**src/rtl/apb_pkg.sv**
```systemverilog
`default_nettype none
// ============================================================================
//  Module      : apb_pkg
//  Description : Shared types and constants for the APB master bridge.
//                - apb_state_e : transfer FSM encoding (IDLE/SETUP/ACCESS)
//                - c_apb_aw/dw : default address/data widths
//                - c_pprot_*   : bit positions inside pprot[2:0]
//                - apb_rsp_t   : response record {rdata, slverr, timeout}
//  Revision    : 1.0 - initial release
// ============================================================================
package apb_pkg;

    localparam int c_apb_aw = 32;
    localparam int c_apb_dw = 32;

    // pprot bit positions
    localparam int c_pprot_priv   = 0;
    localparam int c_pprot_nonsec = 1;
    localparam int c_pprot_instr  = 2;

    typedef enum logic [1:0] {
        IDLE   = 2'd0,
        SETUP  = 2'd1,
        ACCESS = 2'd2
    } apb_state_e;

    typedef struct packed {
        logic [c_apb_dw-1:0] rdata;
        logic                slverr;
        logic                timeout;
    } apb_rsp_t;

    function automatic apb_rsp_t mk_rsp(input logic [c_apb_dw-1:0] rdata,
                                        input logic slverr,
                                        input logic timeout);
        apb_rsp_t r;
        r.rdata   = rdata;
        r.slverr  = slverr;
        r.timeout = timeout;
        return r;
    endfunction

endpackage : apb_pkg
`default_nettype wire

```
**src/rtl/apb_master_bridge_if.sv**
```systemverilog
`default_nettype none
// ============================================================================
//  Module      : apb_master_bridge_if
//  Description : APB4 bus bundle between the bridge (initiator) and a slave.
//                master modport : drives psel/penable/pwrite/paddr/pwdata/
//                                 pstrb/pprot, samples prdata/pready/pslverr
//                slave  modport : the mirror image
//  Revision    : 1.0 - initial release
// ============================================================================
interface apb_master_bridge_if #(
    parameter int AW = 32,
    parameter int DW = 32
);
    logic            psel;
    logic            penable;
    logic            pwrite;
    logic [AW-1:0]   paddr;
    logic [DW-1:0]   pwdata;
    logic [DW/8-1:0] pstrb;
    logic [2:0]      pprot;
    logic [DW-1:0]   prdata;
    logic            pready;
    logic            pslverr;

    modport master (
        output psel, penable, pwrite, paddr, pwdata, pstrb, pprot,
        input  prdata, pready, pslverr
    );

    modport slave (
        input  psel, penable, pwrite, paddr, pwdata, pstrb, pprot,
        output prdata, pready, pslverr
    );

endinterface : apb_master_bridge_if
`default_nettype wire

```
**src/rtl/apb_master_bridge.sv**
```systemverilog
`default_nettype none
// ============================================================================
//  Module      : apb_master_bridge
//  Description : APB4 initiator. Turns a valid/ready command channel into
//                APB SETUP/ACCESS transfers and returns a single-entry
//                buffered response (read data, slverr, timeout).
//  Ports       : pclk, presetn         - clock, sync active-low reset
//                cmd_*                 - command channel (valid/ready)
//                rsp_*                 - response channel (valid/ready)
//                apb (master modport)  - APB4 bus
//  Revision    : 1.0 - initial release
// ============================================================================
module apb_master_bridge
    import apb_pkg::*;
#(
    parameter int AW             = c_apb_aw,
    parameter int DW             = c_apb_dw,
    parameter int TIMEOUT_CYCLES = 256,
    parameter int CHECK_ALIGN    = 1
) (
    input  logic            pclk,
    input  logic            presetn,

    input  logic            cmd_valid,
    output logic            cmd_ready,
    input  logic            cmd_write,
    input  logic [AW-1:0]   cmd_addr,
    input  logic [DW-1:0]   cmd_wdata,
    input  logic [DW/8-1:0] cmd_strb,
    input  logic [2:0]      cmd_prot,

    output logic            rsp_valid,
    input  logic            rsp_ready,
    output logic [DW-1:0]   rsp_rdata,
    output logic            rsp_slverr,
    output logic            rsp_timeout,

    apb_master_bridge_if.master apb
);

    localparam int c_sw    = DW / 8;
    // Counter must hold TIMEOUT_CYCLES; keep at least one bit when disabled.
    localparam int c_cw    = (TIMEOUT_CYCLES > 0) ? $clog2(TIMEOUT_CYCLES + 1) : 1;
    localparam bit c_to_en = (TIMEOUT_CYCLES != 0);
    localparam logic [c_cw-1:0] c_cnt_max  = '1;
    // Abort on the edge where the count would reach TIMEOUT_CYCLES.
    localparam logic [c_cw-1:0] c_cnt_last =
        (TIMEOUT_CYCLES > 0) ? c_cw'(TIMEOUT_CYCLES - 1) : '0;

    apb_state_e       r_state;
    apb_state_e       w_state_nxt;

    logic             r_pwrite;
    logic [AW-1:0]    r_paddr;
    logic [DW-1:0]    r_pwdata;
    logic [c_sw-1:0]  r_pstrb;
    logic [2:0]       r_pprot;
    logic [c_cw-1:0]  r_cnt;

    logic             r_rsp_valid;
    logic [DW-1:0]    r_rsp_rdata;
    logic             r_rsp_slverr;
    logic             r_rsp_timeout;

    logic             w_psel;
    logic             w_penable;
    logic             w_cmd_ready;
    logic             w_accept;
    logic             w_misalign;
    logic             w_done;
    logic             w_timeout;

    // ------------------------------------------------------------------------
    // Handshake decode
    // ------------------------------------------------------------------------
    // A new command may only enter when the response slot is free or is being
    // drained on this very edge, so the slot is never overwritten.
    assign w_cmd_ready = presetn && (r_state == IDLE) && (!r_rsp_valid || rsp_ready);
    assign w_accept    = cmd_valid && w_cmd_ready;
    assign w_misalign  = (CHECK_ALIGN != 0) && (cmd_addr[1:0] != 2'b00);
    assign w_done      = (r_state == ACCESS) && apb.pready;
    assign w_timeout   = c_to_en && (r_state == ACCESS) && !apb.pready
                         && (r_cnt == c_cnt_last);

    // ------------------------------------------------------------------------
    // FSM: state register
    // ------------------------------------------------------------------------
    always_ff @(posedge pclk) begin
        if (!presetn) begin
            r_state <= IDLE;
        end else begin
            r_state <= w_state_nxt;
        end
    end

    // ------------------------------------------------------------------------
    // FSM: next state and bus control
    // ------------------------------------------------------------------------
    always_comb begin
        w_state_nxt = r_state;
        w_psel      = 1'b0;
        w_penable   = 1'b0;
        case (r_state)
            IDLE: begin
                // Misaligned commands are answered locally and never reach the bus.
                if (w_accept && !w_misalign) begin
                    w_state_nxt = SETUP;
                end
            end
            SETUP: begin
                w_psel      = 1'b1;
                w_state_nxt = ACCESS;
            end
            ACCESS: begin
                w_psel    = 1'b1;
                w_penable = 1'b1;
                if (apb.pready || w_timeout) begin
                    w_state_nxt = IDLE;
                end
            end
            default: begin
                w_state_nxt = IDLE;
            end
        endcase
    end

    // ------------------------------------------------------------------------
    // Address/data phase registers: loaded on accept, held until the next one
    // ------------------------------------------------------------------------
    always_ff @(posedge pclk) begin
        if (!presetn) begin
            r_pwrite <= 1'b0;
            r_paddr  <= '0;
            r_pwdata <= '0;
            r_pstrb  <= '0;
            r_pprot  <= '0;
        end else if ((r_state == IDLE) && w_accept && !w_misalign) begin
            r_pwrite <= cmd_write;
            r_paddr  <= cmd_addr;
            r_pwdata <= cmd_wdata;
            r_pstrb  <= cmd_write ? cmd_strb : '0;
            r_pprot  <= cmd_prot;
        end
    end

    // ------------------------------------------------------------------------
    // ACCESS wait counter: cleared on the way into SETUP, saturating
    // ------------------------------------------------------------------------
    always_ff @(posedge pclk) begin
        if (!presetn) begin
            r_cnt <= '0;
        end else if (w_state_nxt == SETUP) begin
            r_cnt <= '0;
        end else if ((r_state == ACCESS) && !apb.pready && (r_cnt != c_cnt_max)) begin
            r_cnt <= r_cnt + c_cw'(1);
        end
    end

    // ------------------------------------------------------------------------
    // Single-entry response slot
    // ------------------------------------------------------------------------
    always_ff @(posedge pclk) begin
        if (!presetn) begin
            r_rsp_valid   <= 1'b0;
            r_rsp_rdata   <= '0;
            r_rsp_slverr  <= 1'b0;
            r_rsp_timeout <= 1'b0;
        end else if (w_accept && w_misalign) begin
            r_rsp_valid   <= 1'b1;
            r_rsp_rdata   <= '0;
            r_rsp_slverr  <= 1'b1;
            r_rsp_timeout <= 1'b0;
        end else if (w_done) begin
            r_rsp_valid   <= 1'b1;
            r_rsp_rdata   <= r_pwrite ? '0 : apb.prdata;
            r_rsp_slverr  <= apb.pslverr;
            r_rsp_timeout <= 1'b0;
        end else if (w_timeout) begin
            r_rsp_valid   <= 1'b1;
            r_rsp_rdata   <= '0;
            r_rsp_slverr  <= 1'b1;
            r_rsp_timeout <= 1'b1;
        end else if (rsp_ready) begin
            r_rsp_valid   <= 1'b0;
        end
    end

    // ------------------------------------------------------------------------
    // Outputs
    // ------------------------------------------------------------------------
    assign cmd_ready   = w_cmd_ready;
    assign rsp_valid   = r_rsp_valid;
    assign rsp_rdata   = r_rsp_rdata;
    assign rsp_slverr  = r_rsp_slverr;
    assign rsp_timeout = r_rsp_timeout;

    assign apb.psel    = w_psel;
    assign apb.penable = w_penable;
    assign apb.pwrite  = r_pwrite;
    assign apb.paddr   = r_paddr;
    assign apb.pwdata  = r_pwdata;
    assign apb.pstrb   = r_pstrb;
    assign apb.pprot   = r_pprot;

endmodule : apb_master_bridge
`default_nettype wire
```
**src/flat_wrapper.sv**
```systemverilog
// flat-port wrapper written by rule: the top's interface ports become plain ports
module apb_master_bridge_flat import apb_pkg::*;
#(
    parameter int AW             = c_apb_aw,
    parameter int DW             = c_apb_dw,
    parameter int TIMEOUT_CYCLES = 256,
    parameter int CHECK_ALIGN    = 1
)
  (pclk, presetn, cmd_valid, cmd_ready, cmd_write, cmd_addr, cmd_wdata, cmd_strb, cmd_prot, rsp_valid, rsp_ready, rsp_rdata, rsp_slverr, rsp_timeout, apb_psel, apb_penable, apb_pwrite, apb_paddr, apb_pwdata, apb_pstrb, apb_pprot, apb_prdata, apb_pready, apb_pslverr);
  apb_master_bridge_if #(.AW(AW), .DW(DW)) apb_i ();
  input  logic pclk;
  input  logic presetn;
  input  logic cmd_valid;
  output logic cmd_ready;
  input  logic cmd_write;
  input  logic [AW-1:0] cmd_addr;
  input  logic [DW-1:0] cmd_wdata;
  input  logic [DW/8-1:0] cmd_strb;
  input  logic [2:0] cmd_prot;
  output logic rsp_valid;
  input  logic rsp_ready;
  output logic [DW-1:0] rsp_rdata;
  output logic rsp_slverr;
  output logic rsp_timeout;
  output wire logic [$bits(apb_i.psel)-1:0] apb_psel;
  output wire logic [$bits(apb_i.penable)-1:0] apb_penable;
  output wire logic [$bits(apb_i.pwrite)-1:0] apb_pwrite;
  output wire logic [$bits(apb_i.paddr)-1:0] apb_paddr;
  output wire logic [$bits(apb_i.pwdata)-1:0] apb_pwdata;
  output wire logic [$bits(apb_i.pstrb)-1:0] apb_pstrb;
  output wire logic [$bits(apb_i.pprot)-1:0] apb_pprot;
  input wire logic [$bits(apb_i.prdata)-1:0] apb_prdata;
  input wire logic [$bits(apb_i.pready)-1:0] apb_pready;
  input wire logic [$bits(apb_i.pslverr)-1:0] apb_pslverr;
  assign apb_psel = apb_i.psel;
  assign apb_penable = apb_i.penable;
  assign apb_pwrite = apb_i.pwrite;
  assign apb_paddr = apb_i.paddr;
  assign apb_pwdata = apb_i.pwdata;
  assign apb_pstrb = apb_i.pstrb;
  assign apb_pprot = apb_i.pprot;
  assign apb_i.prdata = apb_prdata;
  assign apb_i.pready = apb_pready;
  assign apb_i.pslverr = apb_pslverr;
  apb_master_bridge #(.AW(AW), .DW(DW), .TIMEOUT_CYCLES(TIMEOUT_CYCLES), .CHECK_ALIGN(CHECK_ALIGN)) u_core (.pclk(pclk), .presetn(presetn), .cmd_valid(cmd_valid), .cmd_ready(cmd_ready), .cmd_write(cmd_write), .cmd_addr(cmd_addr), .cmd_wdata(cmd_wdata), .cmd_strb(cmd_strb), .cmd_prot(cmd_prot), .rsp_valid(rsp_valid), .rsp_ready(rsp_ready), .rsp_rdata(rsp_rdata), .rsp_slverr(rsp_slverr), .rsp_timeout(rsp_timeout), .apb(apb_i));
endmodule
```
**config.mk**
```make
export PLATFORM = sky130hd
export DESIGN_NAME = apb_master_bridge_flat
export DESIGN_NICKNAME = d
export VERILOG_FILES = /design/src/rtl/apb_pkg.sv /design/src/rtl/apb_master_bridge_if.sv /design/src/rtl/apb_master_bridge.sv /design/src/flat_wrapper.sv
export SDC_FILE = /design/constraint.sdc
export NUM_CORES = 1
export LEC_CHECK = 0
export BUFFER_PORTS_ARGS = -buffer_cell sky130_fd_sc_hd__buf_2
export CORE_MARGIN = 2
export CORE_UTILIZATION = 48
export DETAILED_ROUTE_END_ITERATION = 10
export PLACE_DENSITY_LB_ADDON = 0.1
export SYNTH_ARGS = -nofsm -noshare
export SYNTH_HDL_FRONTEND = slang
export SYNTH_SLANG_ARGS = --single-unit
```
**constraint.sdc**
```tcl
create_clock -name pclk -period 3.9 [get_ports pclk]
set_input_delay 0.585 -clock pclk [delete_from_list [all_inputs] [get_ports pclk]]
set_output_delay 0.585 -clock pclk [all_outputs]
set_load 0.005 [all_outputs]
```
==> metrics.md, run 1 <==
| Metric | Value |
|---|---|
| Setup crit start kind | register |
| Tot GR Track Use | 0.2305 |
| FF+latch count, synth | 118 |
| Initial antenna violation count | 0 |
| Setup crit end kind | register |
| F_max | 409.9 MHz |
| Initial DRC Count | 127 |
| Status | completed |
| Mapped Avg Cell Area | 8.657 um2 |
| Post-Synthesis Cell Area | around 4300 um2 |
| H-tree levels | 4 |
| Final hold vios | 0 |
| Synth Flop Type | dfxtp_1 |
| CP max stage delay | 0.64 ns |
| P per Cell Area | 473.1 nW/um2 |
| Reg2reg path depth | 9 |
| Vias per inst | 5.068 |
| Crit path capture | u_core.rsp_slverr |
| Skew-Pair Late Insertion Delay | roughly 0.5 ns |
| Post-DP HPWL | 8.049 mm |
| Leak pwr | 2.670 nW |
| Relative slew slack | 0.1832 |
| Flop pwr share | 0.442 |
| Clk sinks | 118 |
| Crit-path cells | ha_1, nand2_1, nor3_1, ha_1, o21ai_2, buf_4, inv_1, o22ai_1, a21oi_1 |
| Crit path required time | 4.23 ns |
| Tmin final | between 2 and 2.5 ns |
| Int Power | 0.002154 W |
| Post-synthesis instance total | 492 |
| CTS-repair resized insts | 0 |
| Top post-synthesis cells by area | dfxtp_1 (55%), nand2_1 (13%), a21oi_1 (8.5%) |
| Critical path fanouts, max | 18 |
| Root Driver | clkbuf_8 |
| Fin nets | between 800 and 900 |
| Combinational Power Share | 0.056 |
| Sequential share of the synthesized area | 0.5546 |
| Final cycle utilization of the critical path | 0.6255 |
| Core area | 8678 um2 |
| RSZ-0062 raised after global routing | no |
| GPL Wtd Cong | 0.8246 |
| Post-cts hold buffer count | 0 |
| First-pass GRT wire length | about 18 mm |
| Die W | 98.20 um |
| Clock skew | 0.008825 ns |
| Drt wl/cell | approximately 14 um |
| Max_cap viols | 0 |
| R2R Setup Slk | 1.46 ns |
| Distinct cells, synth | 35 |
| Routed wire length | between 10 and 15 mm |
| CP Launch Point | u_core.r_cnt[0] |
| Biggest area consumer among synthesized cells | dfxtp_1 |
| Setup_tns | 0 ns |
| Number of global-route vias before repair | ~3800 |
| CTS tree | yes |
| Boundary Pins | 220 |
| GRT Residual Overflow | 0 |
| Drt drc | 0 |
| Initial core utilization | 0.4908 |
| Slowest-stage cell, CP | o21ai_2 |
| Tightest Pin Transition | 1.225 ns |
| Peak VDD IR | 335.7 uV |
| Share of cells above drive strength 1 | 0.3650 |
| Leading cell type in the layout, fill and taps excluded | buf_2 |
| Vias | 4171 |
| Drt pass-1 iters | 5 |
| Asr flop ratio synth | 0 |
| Ant diodes | 0 |
| ANT nets after route | 0 |
| Psw | 0.0006408 W |
| Slew Limit Fails | 0 |
| Setup bufs post-CTS | 0 |
| Worst Hold Class | in2reg |
| Die Ht | 98.20 um |
| Worst endpoint data arrival time | 2.77 ns |
| Max Root-Sink Buffers | 2 |
| # rows | 34 |
| Die area | 9642 um2 |
| RR Startpoint | u_core.r_cnt[0] |
| Share of the synthesized area in the top cell type | 0.5546 |
| Number of flops mapped to enable cells by yosys | 0 |
| Hold Startpoint | apb_prdata[14] |
| # setup viols final | 0 |
| Synthesis Warnings | 0 |
| Largest net degree at the start of global routing | 74 |
| Most used cell, CP | ha_1 |
| Num CTS Buffers | 17 |
| Crit path kind | reg2reg |
| Area Growth Syn to Fin | 38.69% |
| Most frequent cells in the layout | buf_2 (219), nand2_1 (143), dfxtp_1 (118) |
| Mapped Nets | 608 |
| Fin cells | 823 |
| Hold depth | 3 |
| Dpl cells | a little under 800 |
| Sw frac | 0.2293 |
| Clk pin slew, worst setup/hold paths | roughly 0.060 ns |
| IO buf count | approximately 220 |
| Clock share of power | 0.502 |
| FF-to-FF End | u_core.rsp_slverr |
==> per-stage QoR <==
step,util,setup WS (ns),power [W],hold slack [ns],instance area [um2]
after global routing,0.6807,1.215,0.002892,0.3020,5907
after CTS,0.6807,1.432,0.002810,0.2949,5907
after detailed placement,0.6184,1.373,0.001417,0.4432,5366
final,0.6807,1.461,0.002794,0.3076,5907
after floorplan,-,1.989,0.001328,0.4483,4259
after global placement,0.6184,1.465,0.001414,0.4370,5366
==> cell families after synthesis <==
| logic type | share of synthesized area |
|---|---|
| buf+inv | 0.04054 |
| compound gates | 0.1654 |
| fa+ha+maj | 0.01763 |
| xor+xnor | 0.01440 |
| mux | 0.002350 |
| simple gates | 0.2050 |
| flops | 0.5546 |
==> state kept, by name, indices dropped and copies added, names as in the netlist, 2 cells and up <==
name,count
u_core.apb.paddr,32
u_core.apb.pwdata,32
u_core.rsp_rdata,32
u_core.r_cnt,9
u_core.apb.pstrb,4
u_core.apb.pprot,3
u_core.r_state,2
==> layout make-up <==
type                    instances  area, um2
repair buffers                222       1119
inverters                       5      18.77
multi-input cells             338       1732
flip-flops and latches        118       2362
clock buffers                  20      435.4
clock inverters                12      105.1
well taps                     108      135.1
fillers                       762       2771
==> Yosys cell counts, types with 2 or more instances <==
cell type	count
nand2_1	143
and2_1	2
xnor2_1	3
clkbuf_1	20
a21oi_1	72
dfxtp_1	118
a31oi_1	2
buf_4	7
nand4_1	4
and3_1	3
a22oi_1	32
nand2b_1	2
nor2_1	44
xor2_1	4
nand3_1	5
inv_1	4
ha_1	6
nor3b_1	2
buf_2	3
==> critical path: cells and delay by family, from the launching register on <==
family,cells,cell delay (ns)
compound gates,3,0.86
fa+ha+maj,2,0.50
buf+inv,2,0.43
flops,1,0.34
simple gates,2,0.14
==> power by group through the flow <==
stage	Clock [W]	Combinational (W)	Sequential (W)
after floorplan	0	0.0000656	0.00126
after global placement	0	0.000153	0.00126
after detailed placement	0	0.000156	0.00126
after CTS	0.00142	0.000157	0.00124
after global routing	0.00148	0.000173	0.00124
final	0.00140	0.000156	0.00124
==> worst min-delay path by stage <==
stage	end	slack (ns)
floorplan	u_core.apb.pstrb[0]	0.45
finish	u_core.rsp_rdata[14]	0.31
global route	u_core.apb.paddr[26]	0.30
CTS	u_core.rsp_rdata[14]	0.29
global placement	u_core.apb.pstrb[0]	0.44
detailed placement	u_core.apb.paddr[12]	0.44
==> layer usage <==
layer / global-route usage / up-vias / share of wire
li1: - / 2072 / -
met1: 0.2664 / 1909 / 0.40
met2: 0.3946 / 176 / 0.50
met3: 0.08017 / 14 / 0.079
met4: 0.08746 / 0 / 0.016
met5: 0 / - / 0
No activity file was read; power rests on OpenSTA's default activity.
==> run 2: changes to the inputs <==
Settings changed: ABC_AREA from default to 1, CORE_UTILIZATION 48 to 41.
Clock period 3.9 ns to 2.15 ns, I/O delays scaled along.
==> run 2 against run 1 <==
Effect of this change:
- utilization fell by 8.8 points
- area after synthesis rose by 0.88%
- final area increased by 2.7%
- sequential power is 82% higher
- non-clock buffer count rose by 4
- routed wire length did not move
- final cell count increased by 7.8%
- combinational power grew 120%
- critical path depth up 2
==> metrics.md, run 2 <==
| Metric | Value |
|---|---|
| Clk pin slew, worst setup/hold paths | 0.06 ns (about the same) |
| Largest net degree at the start of global routing | 72 (was 74) |
| Tmin final | 2.028 ns (was 2.439 ns) |
| Initial core utilization | 0.4200 (was 0.4908) |
| Asr flop ratio synth | 0 (unchanged) |
| Core area | 10230 um2 (was 8678 um2) |
| Root Driver | clkbuf_8 (unchanged) |
| Fin nets | 852 (was 818) |
| Worst Hold Class | in2reg (unchanged) |
| Top post-synthesis cells by area | dfxtp_1 (55%), nor2_1 (16%), o21ai_0 (7.7%) (was dfxtp_1 (55%), nand2_1 (13%), a21oi_1 (8.5%)) |
| Global route hottest layer | met2 (unchanged) |
| Skew-Pair Late Insertion Delay | 0.50 ns (was 0.51 ns) |
| Initial DRC Count | 287 (was 127) |
| Routed wire length | 11.58 mm (unchanged) |
| Leak pwr | 2.879 nW (was 2.670 nW) |
| Post-synthesis instance total | 522 (was 492) |
| First-pass GRT wire length | 18.37 mm (was 17.97 mm) |
| Placed cell areas | 5458 um2 (was 5366 um2) |
| Status | completed (unchanged) |
| Max_cap viols | 0 (unchanged) |
| Crit path kind | reg2reg (unchanged) |
| Fill cells | 969 (was 762) |
| Finished Core Util | 0.5929 (was 0.6807) |
| Slowest-stage cell, CP | dfxtp_1 (was o21ai_2) |
| Post-Synthesis Cell Area | 4297 um2 (was 4259 um2) |
| Share of the synthesized area in the top cell type | 0.5498 (was 0.5546) |
| Biggest area consumer among synthesized cells | dfxtp_1 (unchanged) |
| Tot GR Track Use | 0.2071 (was 0.2305) |
| Crit-path cells | ha_1, nand2_1, nor3b_2, and3_4, ha_1, nand2_1, nand2_1, inv_1, buf_12, a22oi_1, nor2_1 (was ha_1, nand2_1, nor3_1, ha_1, o21ai_2, buf_4, inv_1, o22ai_1, a21oi_1) |
| Number of global-route vias before repair | 3886 (was 3782) |
| Die area | 11310 um2 (was 9642 um2) |
| Share of cells above drive strength 1 | 0.3565 (was 0.3650) |
| DP Worst Slack | 0.1244 ns (was 1.373 ns) |
| Crit path required time | 2.53 ns (was 4.23 ns) |
| Clock skew | 0.007300 ns (was 0.008825 ns) |
| Peak VDD IR | 462.9 uV (was 335.7 uV) |
| Drt wl/cell | 13.05 um (was 14.07 um) |
| Critical path fanouts, max | 32 (was 18) |
| Number of flops mapped to enable cells by yosys | 0 (unchanged) |
| Boundary Pins | 220 (unchanged) |
| Vias | 4161 (was 4171) |
| Initial antenna violation count | 2 (was 0) |
| Worst endpoint data arrival time | 2.40 ns (was 2.77 ns) |
| Mapped Avg Cell Area | 8.231 um2 (was 8.657 um2) |
| Fin area | 6066 um2 (was 5907 um2) |
| IO buf count | 219 (unchanged) |
| Drt drc | 0 (unchanged) |
| ANT nets after route | 0 (unchanged) |
| Leading cell type in the layout, fill and taps excluded | buf_2 (unchanged) |
| Synthesis Warnings | 0 (unchanged) |
| Tightest Pin Transition | 0.6258 ns (was 1.225 ns) |
| Num CTS Buffers | 17 (unchanged) |
| F_max | 493.1 MHz (was 409.9 MHz) |
| Delay-heaviest family, CP | simple AND/OR/NAND/NOR gates (was compound AO/OA/AOI/OAI gates) |
| Slew Limit Fails | 0 (unchanged) |
| Final hold vios | 0 (unchanged) |
| Die W | 106.4 um (was 98.20 um) |
| Synth Flop Type | dfxtp_1 (unchanged) |
| Mapped Nets | 638 (was 608) |
| P per Cell Area | 889.1 nW/um2 (was 473.1 nW/um2) |
| Final WS setup | 0.1220 ns (was 1.461 ns) |
| CTS tree | yes (unchanged) |
| Sequential share of the synthesized area | 0.5498 (was 0.5546) |
| Post-cts hold buffer count | 0 (unchanged) |
| M3 GR Usage | 0.07971 (was 0.08017) |
| Vias per inst | 4.691 (was 5.068) |
| Relative slew slack | 0.5828 (was 0.1832) |
| Distinct cells, synth | 27 (was 35) |
| Count leader, synth | nor2_1 (was nand2_1) |
| # setup viols final | 0 (unchanged) |
| Area Growth Syn to Fin | 41.18% (was 38.69%) |
| Die Ht | 106.4 um (was 98.20 um) |
| # rows | 37 (was 34) |
| Max Root-Sink Buffers | 2 (unchanged) |
| Fin Hold WS | 0.06741 ns (was 0.3076 ns) |
| FF+latch count, synth | 118 (unchanged) |
| Clk sinks | 118 (unchanged) |
| CP max stage delay | 0.37 ns (was 0.64 ns) |
| Most frequent cells in the layout | buf_2 (219), nor2_1 (182), dfxtp_1 (118) (was buf_2 (219), nand2_1 (143), dfxtp_1 (118)) |
| Post-DP HPWL | 8.059 mm (was 8.049 mm) |
| Setup crit end kind | register (unchanged) |
| H-tree levels | 4 (unchanged) |
| Final cycle utilization of the critical path | 0.9433 (was 0.6255) |
| Synth top cells by count | nor2_1 (183), dfxtp_1 (118), o21ai_0 (66) (was nand2_1 (143), dfxtp_1 (118), a21oi_1 (72)) |
| Met1 Use GR | 0.2252 (was 0.2664) |
| Setup crit start kind | register (unchanged) |
| Most used cell, CP | nand2_1 (was ha_1) |
| Grt met2 use | 0.3571 (was 0.3946) |
| Buffers & Inverters on Critical Path | 2 (unchanged) |
| GRT Residual Overflow | 0 (unchanged) |
| Drt pass-1 iters | 4 (was 5) |
| GPL Wtd Cong | 0.7516 (was 0.8246) |
## run 2: through the flow
step	total power [W]	TNS, ns	instances
after floorplan	0.002474	0	522
after global placement	0.002646	0	853
after detailed placement	0.002655	0	853
after CTS	0.005467	0	885
after global routing	0.005616	-0.6547	886
final	0.005393	0	887
## run 2: cell type report
| type | count | area [um2] | share of cell area |
|---|---|---|---|
| well taps | 136 | 170.2 | 0.02805 |
| diodes | 2 | 5.005 | 0.0008251 |
| clock buffers | 18 | 417.9 | 0.06889 |
| clock inverters | 14 | 175.2 | 0.02888 |
| multi-input cells | 351 | 1679 | 0.2768 |
| flip-flops and latches | 118 | 2362 | 0.3894 |
| inverters | 22 | 82.58 | 0.01361 |
| repair buffers | 226 | 1174 | 0.1935 |
## run 2: what timing repair did
action | CTS | global route
gates resized for setup | 0 | 2
setup buffers | 0 | 0
setup endpoints to repair | 0 | 32
## run 2: cells by family after synthesis
family                     after synthesis  share of synthesized area
AOI/OAI and AO/OA                      110                     0.1482
and+or+nand+nor                        230                     0.2120
DFF                                    118                     0.5498
buffers and inverters                   53                    0.06232
adders and majority gates                6                    0.01747
xor gates and xnor gates                 5                    0.01019
## run 2: tightest hold or removal path, stage by stage
cell and delay, ns:
buf_2 0.07, o21ai_0 0.07, nor2_1 0.08
## run 2: power by group
group,total [W],switching (W),internal (W)
logic,0.000341,0.000179,0.000162
clock network,0.00279,0.00101,0.00177
registers,0.00226,0.0000240,0.00224
## run 2: path summary, 6_finish.rpt
check	startpoint	to	slack [ns]	cells past startpoint
worst min-delay path	cmd_addr[14]	u_core.apb.paddr[14]	0.07	3
worst min register to register	u_core.apb.paddr[1]	u_core.apb.paddr[1]	0.44	2
worst max register to register	u_core.r_cnt[0]	u_core.rsp_rdata[3]	0.12	11
worst max-delay path	u_core.r_cnt[0]	u_core.rsp_rdata[3]	0.12	11
## run 2: routing by layer
layer | vias to the layer above | share of wire
met1 | 1857 | 0.39
met5 | - | 0
met2 | 154 | 0.51
met3 | 17 | 0.085
met4 | 0 | 0.015
li1 | 2133 | -
==> run 3: changes to the inputs <==
Settings changed: CORE_ASPECT_RATIO from default to 0.75.
==> run 3 against run 2 <==
Effect of this change:
- final area down 0.29%
- utilization is 0.28 points lower
- sequential share of layout area up 0.15 points
- critical path type unchanged
- worst setup slack improved by 0.036 ns
- clock skew about the same
==> metrics.md, run 3 (same netlist as run 2, synthesis figures left out) <==
| Metric | Value |
|---|---|
| H-tree levels | 4 (unchanged) |
| Post-DP HPWL | 8.161 mm (was 8.059 mm) |
| Relative slew slack | 0.4927 (was 0.5828) |
| Clock share of power | 0.500 (was 0.517) |
| F_max | 502.0 MHz (was 493.1 MHz) |
| Drt wl/cell | 13.31 um (was 13.05 um) |
| Hold EP | u_core.apb.paddr[18] (was u_core.apb.paddr[14]) |
| # rows | 32 (was 37) |
| Crit path kind | reg2reg (unchanged) |
| Largest net degree at the start of global routing | 72 (unchanged) |
| Most frequent cells in the layout | buf_2 (219), nor2_1 (182), dfxtp_1 (116) (was buf_2 (219), nor2_1 (182), dfxtp_1 (118)) |
| Flop pwr share | 0.434 (was 0.420) |
| DP Worst Slack | -0.08674 ns (was 0.1244 ns) |
| Final WS setup | 0.1578 ns (was 0.1220 ns) |
| Clk sinks | 118 (unchanged) |
| Max Root-Sink Buffers | 2 (unchanged) |
| Root Driver | clkbuf_16 (was clkbuf_8) |
| Combinational Power Share | 0.066 (was 0.063) |
| # setup viols final | 0 (unchanged) |
| Hold depth | 3 (unchanged) |
| Share of cells above drive strength 1 | 0.3632 (was 0.3565) |
| Psw | 0.001156 W (was 0.001217 W) |
| RR Startpoint | u_core.r_cnt[0] (unchanged) |
| Reg2reg path depth | 11 (unchanged) |
| Vias | 4164 (was 4161) |
| Area Growth Syn to Fin | 40.77% (was 41.18%) |
| Num CTS Buffers | 17 (unchanged) |
| Number of global-route vias before repair | 3776 (was 3886) |
| R2R Setup Slk | 0.16 ns (was 0.12 ns) |
| Worst Hold Class | in2reg (unchanged) |
| Critical path fanouts, max | 20 (was 32) |
| Int Power | 0.004070 W (was 0.004176 W) |
| Tmin final | 1.992 ns (was 2.028 ns) |
| Final hold vios | 0 (unchanged) |
| Sw frac | 0.2212 (was 0.2256) |
| First-pass GRT wire length | 18.19 mm (was 18.37 mm) |
| Initial core utilization | 0.4192 (was 0.4200) |
| Setup crit start kind | register (unchanged) |
| Setup crit end kind | register (unchanged) |
| CTS tree | yes (unchanged) |
| Core area | 10250 um2 (was 10230 um2) |
| Tot GR Track Use | 0.2052 (was 0.2071) |
| Max_cap viols | 0 (unchanged) |
| GRT Residual Overflow | 0 (unchanged) |
| Post-cts hold buffer count | 0 (unchanged) |
| P per Cell Area | 864.1 nW/um2 (was 889.1 nW/um2) |
| GPL Wtd Cong | 0.8100 (was 0.7516) |
| Slew Limit Fails | 0 (unchanged) |
| Skew-Pair Late Insertion Delay | 0.40 ns (was 0.50 ns) |
| Leading cell type in the layout, fill and taps excluded | buf_2 (unchanged) |
| Vias per inst | 4.705 (was 4.691) |
| Drt pass-1 iters | 5 (was 4) |
| Crit path required time | 2.43 ns (was 2.53 ns) |
| Clk pin slew, worst setup/hold paths | 0.05 ns (was 0.06 ns) |
| FF-to-FF End | u_core.rsp_rdata[2] (was u_core.rsp_rdata[3]) |
| Die area | 11320 um2 (was 11310 um2) |
| Ant diodes | 0 (was 2) |
| Routed wire length | 11.78 mm (was 11.58 mm) |
| Final cycle utilization of the critical path | 0.9266 (was 0.9433) |
| Die W | 122.2 um (was 106.4 um) |
| Boundary Pins | 220 (unchanged) |
| IO buf count | 219 (unchanged) |
| Leak pwr | 2.860 nW (was 2.879 nW) |
| Initial DRC Count | 259 (was 287) |
| Peak VDD IR | 654.0 uV (was 462.9 uV) |
| RSZ-0062 raised after global routing | no |
| Worst endpoint data arrival time | 2.27 ns (was 2.40 ns) |
| Initial antenna violation count | 0 (was 2) |
| Hold Startpoint | cmd_addr[18] (was cmd_addr[14]) |
| ANT nets after route | 0 (unchanged) |
| Drt drc | 0 (unchanged) |
| Setup_tns | 0 ns (unchanged) |
| Clock skew | 0.007645 ns (was 0.007300 ns) |
| Die Ht | 92.66 um (was 106.4 um) |
| Tightest Pin Transition | 0.7592 ns (was 0.6258 ns) |
| Fin nets | 853 (was 852) |
| Status | completed (unchanged) |
## run 3: power groups by stage
| stage | Sequential (W) | Combinational [W] | Clock [W] |
|---|---|---|---|
| after CTS | 0.00227 | 0.000348 | 0.00267 |
| after global placement | 0.00231 | 0.000338 | 0 |
| after floorplan | 0.00232 | 0.000157 | 0 |
| after detailed placement | 0.00231 | 0.000345 | 0 |
| after global routing | 0.00227 | 0.000388 | 0.00278 |
| final | 0.00227 | 0.000345 | 0.00261 |
## run 3: cell type report
cell class	count	area [um2]
Fill cell	963	4202
Sequential cell	118	2365
Multi-Input combinational cell	351	1697
Timing Repair Buffer	227	1181
Clock buffer	23	478.0
Tap cell	136	170.2
Inverter	22	82.58
Clock inverter	8	75.07
## run 3: worst max path at each step
stage                                  from                    to  slack (ns)  cells past startpoint
after CTS                   u_core.r_cnt[0]   u_core.rsp_rdata[2]        0.06                     11
after detailed placement  u_core.r_state[0]  u_core.rsp_rdata[29]       -0.09                      6
after global routing      u_core.r_state[0]  u_core.rsp_rdata[26]        0.01                      6
after floorplan             u_core.r_cnt[0]  u_core.rsp_rdata[20]        0.33                     11
final                       u_core.r_cnt[0]   u_core.rsp_rdata[2]        0.16                     11
after global placement    u_core.r_state[0]  u_core.rsp_rdata[24]         0.1                      6
## run 3: through the flow
step | instances | util | power, W | instance area (um2) | hold WS, ns
finish | 885 | 0.5901 | 0.005226 | 6048 | 0.1628
CTS | 885 | 0.5876 | 0.005284 | 6023 | 0.1475
detailed placement | 854 | 0.5332 | 0.002657 | 5465 | 0.4239
global placement | 854 | 0.5332 | 0.002648 | 5465 | 0.4168
global route | 885 | 0.5901 | 0.005438 | 6048 | 0.1650
floorplan | 522 | - | 0.002474 | 4297 | 0.4315
## run 3: metal layers
| layer | vias up | global-route usage | part of all wire |
|---|---|---|---|
| met5 | - | 0 | 0 |
| met2 | 142 | 0.3426 | 0.49 |
| met3 | 15 | 0.08005 | 0.080 |
| li1 | 2131 | - | - |
| met4 | 0 | 0.08238 | 0.014 |
| met1 | 1876 | 0.2350 | 0.42 |
## run 3: timing repair
action | in CTS | in global routing
pin swaps | 1 | 0
gates resized for setup | 2 | 8
setup buffers | 0 | 0
gates cloned | 0 | 0
endpoints found under the setup margin | 32 | 38
## run 3: critical path, cell delays in order, from the launching register on
cell and delay, ns:
dfxtp_2 0.35, ha_2 0.18, nand2_1 0.07, nor3b_2 0.20, and3_4 0.21, ha_1 0.15, nand2_1 0.11, nand2_2 0.10
inv_2 0.09, buf_12 0.16, a22oi_1 0.17, nor2_1 0.07
